==> src/rtl/serial_pkg.sv <==
// Shared definitions for the serial front-end stages (serializer and the
// stages that consume its bit stream).
package serial_pkg;

  localparam int SER_WIDTH_DEFAULT = 8;

  typedef enum logic {
    IDLE  = 1'b0,
    SHIFT = 1'b1
  } ser_state_t;

endpackage

==> src/rtl/msb_serializer.sv <==
// Parallel-to-serial converter, MSB first, feeding divide_by_3.x_i.
// Words arrive over valid/ready; a new word may be accepted in the last-bit
// cycle of the current one, so consecutive words stream without a gap.
//
//   state | meaning
//   ------+-----------------------------------------------------------
//   IDLE  | no word in flight, outputs quiet, ready_o=1
//   SHIFT | emitting one bit per cycle; ready_o=1 only on the LSB cycle
//
module msb_serializer
  import serial_pkg::*;
#(
  parameter int WIDTH = SER_WIDTH_DEFAULT
) (
  input  logic             clk,
  input  logic             reset,
  input  logic [WIDTH-1:0] data_i,
  input  logic             valid_i,
  output logic             ready_o,
  output logic             x_o,
  output logic             x_vld_o,
  output logic             first_o,
  output logic             last_o,
  output logic             busy_o
);

  localparam int CNT_W = $clog2(WIDTH);
  localparam logic [CNT_W-1:0] CNT_LAST = CNT_W'(WIDTH - 1);
  localparam logic [CNT_W-1:0] CNT_ONE  = CNT_W'(1);

  ser_state_t       state;
  // Holds only the bits not yet emitted; the bit on x_o already left it.
  logic [WIDTH-2:0] shreg;
  // Bits still to come after the one currently on x_o.
  logic [CNT_W-1:0] cnt;
  logic             last_bit;
  logic             take;

  assign last_bit = (cnt == '0);
  assign ready_o  = (state == IDLE) || last_bit;
  assign take     = valid_i && ready_o;

  // State: enter SHIFT on any accepted word, fall back to IDLE after an LSB with no follow-on word.
  always_ff @(posedge clk) begin
    if (!reset) begin
      state <= IDLE;
    end else if (take) begin
      state <= SHIFT;
    end else if ((state == SHIFT) && last_bit) begin
      state <= IDLE;
    end
  end

  // Bit counter: reload on accept, count down while bits remain.
  always_ff @(posedge clk) begin
    if (!reset) begin
      cnt <= '0;
    end else if (take) begin
      cnt <= CNT_LAST;
    end else if ((state == SHIFT) && !last_bit) begin
      cnt <= cnt - CNT_ONE;
    end
  end

  // Shift register: capture the remaining bits on accept, advance one bit per cycle.
  always_ff @(posedge clk) begin
    if (!reset) begin
      shreg <= '0;
    end else if (take) begin
      shreg <= data_i[WIDTH-2:0];
    end else if (state == SHIFT) begin
      shreg <= shreg << 1;
    end
  end

  // Registered stream outputs; everything returns to 0 whenever no bit is being emitted.
  always_ff @(posedge clk) begin
    if (!reset) begin
      x_o     <= 1'b0;
      x_vld_o <= 1'b0;
      first_o <= 1'b0;
      last_o  <= 1'b0;
      busy_o  <= 1'b0;
    end else if (take) begin
      x_o     <= data_i[WIDTH-1];
      x_vld_o <= 1'b1;
      first_o <= 1'b1;
      last_o  <= 1'b0;
      busy_o  <= 1'b1;
    end else if ((state == SHIFT) && !last_bit) begin
      x_o     <= shreg[WIDTH-2];
      x_vld_o <= 1'b1;
      first_o <= 1'b0;
      last_o  <= (cnt == CNT_ONE);
      busy_o  <= 1'b1;
    end else begin
      x_o     <= 1'b0;
      x_vld_o <= 1'b0;
      first_o <= 1'b0;
      last_o  <= 1'b0;
      busy_o  <= 1'b0;
    end
  end

endmodule

==> config.mk <==
export PLATFORM = sky130hd
export DESIGN_NAME = msb_serializer
export DESIGN_NICKNAME = d
export VERILOG_FILES = /design/src/rtl/serial_pkg.sv /design/src/rtl/msb_serializer.sv
export SDC_FILE = /design/constraint.sdc
export NUM_CORES = 1
export LEC_CHECK = 0
export CAP_MARGIN = 20
export CORE_MARGIN = 1
export CORE_UTILIZATION = 44
export DETAILED_ROUTE_END_ITERATION = 8
export PLACE_DENSITY_LB_ADDON = 0.1
export SYNTH_ARGS = -nofsm -noshare
export SYNTH_HDL_FRONTEND = slang
export SYNTH_SLANG_ARGS = --single-unit
==> constraint.sdc <==
create_clock -name clk -period 1.44 [get_ports clk]
set_input_delay 0.216 -clock clk [delete_from_list [all_inputs] [get_ports clk]]
set_output_delay 0.216 -clock clk [all_outputs]
set_load 0.02 [all_outputs]
== After elaboration in Yosys (flattened, before gate mapping) ==
Cells that the tools add are included.

* Logic and storage cells: 33
* Output and inout port bits: 6
* Register bits after elaboration: 15

* Eq/ne operators: 1
* Add/subtract/negate cells: 1
* Muxes and demuxes: 11
* Bitwise operators: 3
* Reductions and logical operators: 10

{| class="wikitable"
|+ Operators by type and width
! operator !! count
|-
| two-way mux 7 bit || 2
|-
| two-way mux 1 bit || 7
|-
| two-way mux 3 bit || 2
|-
| nonzero test 2 bit || 3
|-
| equality test 3 x 1 -> 1 bit, second input constant || 1
|-
| logical AND 1 bit || 3
|-
| zero test 3 bit || 1
|-
| NOT 1 bit || 3
|-
| OR reduction 3 bit || 1
|-
| subtractor 3 x 1 -> 3 bit, second input constant || 1
|-
| zero test 1 bit || 1
|-
| logical OR 1 bit || 1
|}

== Depth between registers and ports, before layout ==
Gate-level depths: netlist of run 1.

* Word-level depth: 5
* Gate-level depth with buffers: 6

== Worst setup path after synthesis of run 1 ==
Ideal clock, no wire load.

* Kind: register to register
* Start point: register cnt[0]
* End point: register shreg[1]
* Setup slack: 91 ps
* Cell stages (with the launch flop): 6
* Data arrival time: 1263 ps
* Path through: dfxtp_1 > inv_1 > ha_1 > nor4bb_1 > a211o_1 > a221oi_2

* Cells in the longest elaborated chain, start to end: 4
* Elaborated cells on any way between the ends: 5
* Classes of those cells: mux: 1; reduce/logical: 4

{| class="wikitable"
|+ RTL lines
! what !! RTL line !! RTL
|-
| start: declaration || msb_serializer.sv:35 || <nowiki>logic [CNT_W-1:0] cnt;</nowiki>
|-
| start signal: assignment || msb_serializer.sv:61 || <nowiki>cnt <= cnt - CNT_ONE;</nowiki>
|-
| zero test 3 bit * || msb_serializer.sv:39 || <nowiki>assign last_bit = (cnt == '0);</nowiki>
|-
| logical OR 1 bit * || msb_serializer.sv:40 || <nowiki>assign ready_o = (state == IDLE) || last_bit;</nowiki>
|-
| logical AND 1 bit * || msb_serializer.sv:41 || <nowiki>assign take = valid_i && ready_o;</nowiki>
|-
| two-way mux 7 bit or nonzero test 2 bit (tied branches) || - ||
|-
| end signal: assignment || msb_serializer.sv:70 || <nowiki>shreg <= data_i[WIDTH-2:0];</nowiki>
|-
| end signal: assignment || msb_serializer.sv:72 || <nowiki>shreg <= shreg << 1;</nowiki>
|-
| end: declaration || msb_serializer.sv:33 || <nowiki>logic [WIDTH-2:0] shreg;</nowiki>
|}

Mark *: on every way between the ends. The rest lies on a longest branch, timed or not.
A chain may end at the register's enable or synchronous reset.

== Final worst setup path of run 1 ==
* Start point: register cnt[0]
* End point: output ready_o

* Cells in the longest elaborated chain, start to end: 2

{| class="wikitable"
|+ RTL lines
! what !! RTL line !! RTL
|-
| zero test 3 bit || msb_serializer.sv:39 ||
|-
| logical OR 1 bit || msb_serializer.sv:40 ||
|-
| end: declaration || msb_serializer.sv:19 || <nowiki>output logic ready_o,</nowiki>
|}

Every way passes these cells.

==> impl_metrics.toml, run 1 <==
[floorplanning]
ios = 17
core_sq_mm = 0.00178
initial_utilization_pct = 48.2
die_h_microns = 46.2
die_w_microns = 46.2
die-area_sq_mm = 0.00213
row_count = 15

[synthesis]
synth_edf_count = 0
async_reset_ff_share_pct = 0
synth_seq_area_share_pct = 34.9
synth_fp_nets = 104
synthesis.area_per_instance_sq_um = 9.55
synth_flop_cell = "dfxtp_1"
netlist-cell-type-count = 36
synth_cells = 90
synth_seq_cells = 15
syn_area_sq_um = 860
ys_warn_count = 0

[routing]
ant_nets = 0
drt_first_pass_iters = 5
vias = 726
drtIter0Drc = 18
routedWlPerCell_microns = 12.5
route.detailed.drc = 0
viasPerCell = 5.11
routed_wl_mm = 1.78

[finish]
layout_common_cells = "14 x buf_4, 13 x dfxtp_1, 10 x clkdlybuf4s50_1"
final_nets = 132
post-route-cell-area_sq_mm = 0.00114
mostFrequentLayoutCell = "buf_4"
antenna_cells = 0
drive_above_1_share_pct = 27.4
area_delta_synth_final_pct = 33.2
fill_cells = 161

[worst_setup_path]
cp-end-kind = "primary output"
crit_arrival_ns = 1.18
rr_endpoint = "shreg[1]$_SDFFE_PN0P_"
regToRegSetupSlack_ns = 0.10
reg2reg_from = "cnt[0]$_SDFFE_PN0P_"
r2r_cells = 6
crit_type = "reg -> out"
critPathMaxFanout = 2
start_kind = "flip-flop"
required_ns = 1.22

[status]
status = "finished clean"

[min_path]
min_path_type = "reg -> reg"
min_path_cells = 1
min_from = "cnt[1]$_SDFFE_PN0P_"
holdPathEnd = "cnt[1]$_SDFFE_PN0P_"

[clocking]
clock_latency_ns = 0.28
cts_made_buffers = 3
cts-root-buf = "clkbuf_4"
cts_buffer_depth = 2
h-tree-depth = 1
cts_setup_buffers = 0
clk_pin_slew_worst_paths_ns = 0.08
cts_tree = "yes"
clock-sinks = 15
holdBufCountCts = 0

[timing]
setup_violations = 0
skew_ns = 0.00515
rsz0062_at_grt = "yes"
fin_crit_sh_pct = 97.2
hold_viol = 0
whs_ns = 0.523
slew_headroom_pct = 83.2
period_needed_ns = 1.40
timing.setup.tns_ns = 0
worstMarginPinSlew_ns = 0.249
slew_violations = 0
layout_setup_ws_ns = 0.0401
max_freq_ghz = 0.714

[global_route]
grt_pass1_wl_mm = 2.96
grtUsageTotal_pct = 19.7
grt_max_degree = 18
grt_overflow = 0
grt_pass1_vias = 651
antenna_found_initial = 0

[placement]
dp_hpwl_mm = 1.30
placed_area_sq_mm = 0.00109
place_ws_ns = -0.230
io_buffers = 16
routabilityCongestion = 0.786

[power]
power_density_mw_per_mm2 = 907
peakVddDrop_v = 0.000937
p_leak_nw = 0.549

[flow_run]
cap_violations = 0
[stage by stage]
step	power, mW	std cells	util [%]
floorplan	0.682	90	-
global placement	0.789	138	61.1
detailed placement	0.795	138	61.1
CTS	1.05	142	63.3
global route	1.10	142	64.2
finish	1.04	142	64.2
[critical path: stages (launching register included)]
cell and delay, ns:
dfxtp_2 0.34, inv_2 0.05, ha_4 0.16, nand2b_4 0.06, and2_4 0.15, inv_4 0.03
buf_6 0.12
[metal layers]
layer / track usage (%) / share of wire (%) / wire, microns
met4: 3.53 / 0.73 / 13
met5: 0 / 0 / 0
met3: 7.06 / 4.3 / 77
met2: 31.3 / 45 / 807
met1: 25.7 / 49 / 876
[what timing repair did]
| item | in CTS | in global routing |
|---|---|---|
| pin swaps | 2 | 1 |
| endpoints found under the setup margin | 2 | 6 |
| gates resized for setup | 11 | 6 |
[flip-flops by register name (all words and copies together) (netlist names)]
name and flops:
shreg 7, busy_o 1, last_o 1, x_o 1, cnt 3, first_o 1
state 1
[area by class of cell]
type	instances	area, sq um	share of cell area, %
clock buffer	4	26.3	2.30
inverter	7	28.8	2.51
multi-input combinational	61	477	41.6
sequential	15	303	26.4
tap	25	31.3	2.73
timing repair buffer	30	279	24.4
[power by group]
part	leakage [nW]	switching [mW]	internal (mW)
registers	0.125	0.0207	0.453
logic	0.410	0.150	0.173
clock network	0.0150	0.135	0.108
total	0.549	0.306	0.733
[logic make-up (layout without fill, tap and decap cells)]
group                      count (synthesis)  after routing  share of synthesized area (%)
DFF                                       15             15                           34.9
adders and majority gates                  3              3                           4.37
AOI/OAI and AO/OA                         27             27                           24.0
buffers and inverters                     14             41                           11.1
muxes                                      5              5                           5.82
and+or+nand+nor                           26             26                           19.8
[how the worst max path moves through the flow]
stage                             start                     to  slack [ns]
floorplan           cnt[0]$_SDFFE_PN0P_  shreg[1]$_SDFFE_PN0P_        0.09
finish              cnt[0]$_SDFFE_PN0P_                ready_o        0.04
detailed placement  cnt[0]$_SDFFE_PN0P_                ready_o       -0.23
global route        cnt[0]$_SDFFE_PN0P_                ready_o       -0.02
CTS                 cnt[1]$_SDFFE_PN0P_                ready_o       0.002
global placement    cnt[0]$_SDFFE_PN0P_                ready_o       -0.18
[synth_stat cells, types with 2 or more instances]
library cell	number	area share, %
nand3b_1	2	1.7
o2111a_1	4	5.2
a211oi_2	2	2.9
nand2b_1	4	2.9
dfxtp_1	15	35
buf_6	3	3.9
mux2i_1	5	5.8
a21oi_1	4	2.3
nor2b_1	2	1.5
ha_1	3	4.4
nor3_1	3	1.7
nand2_1	3	1.3
inv_1	5	2.2
and3_1	2	1.5
nor2_1	4	1.7
o21ai_0	9	5.2
(Power assumes the default switching activity.)
==> run 2, diff against run 1 <==
--- a/config.mk
+++ b/config.mk
@@ -9,6 +9,7 @@
 export CORE_MARGIN = 1
 export CORE_UTILIZATION = 44
 export DETAILED_ROUTE_END_ITERATION = 8
+export GPL_ROUTABILITY_DRIVEN = 0
 export PLACE_DENSITY_LB_ADDON = 0.1
 export SYNTH_ARGS = -nofsm -noshare
 export SYNTH_HDL_FRONTEND = slang
==> results of run 2 <==
Same layout as run 1: the final DEF is identical, and so are final timing and power.
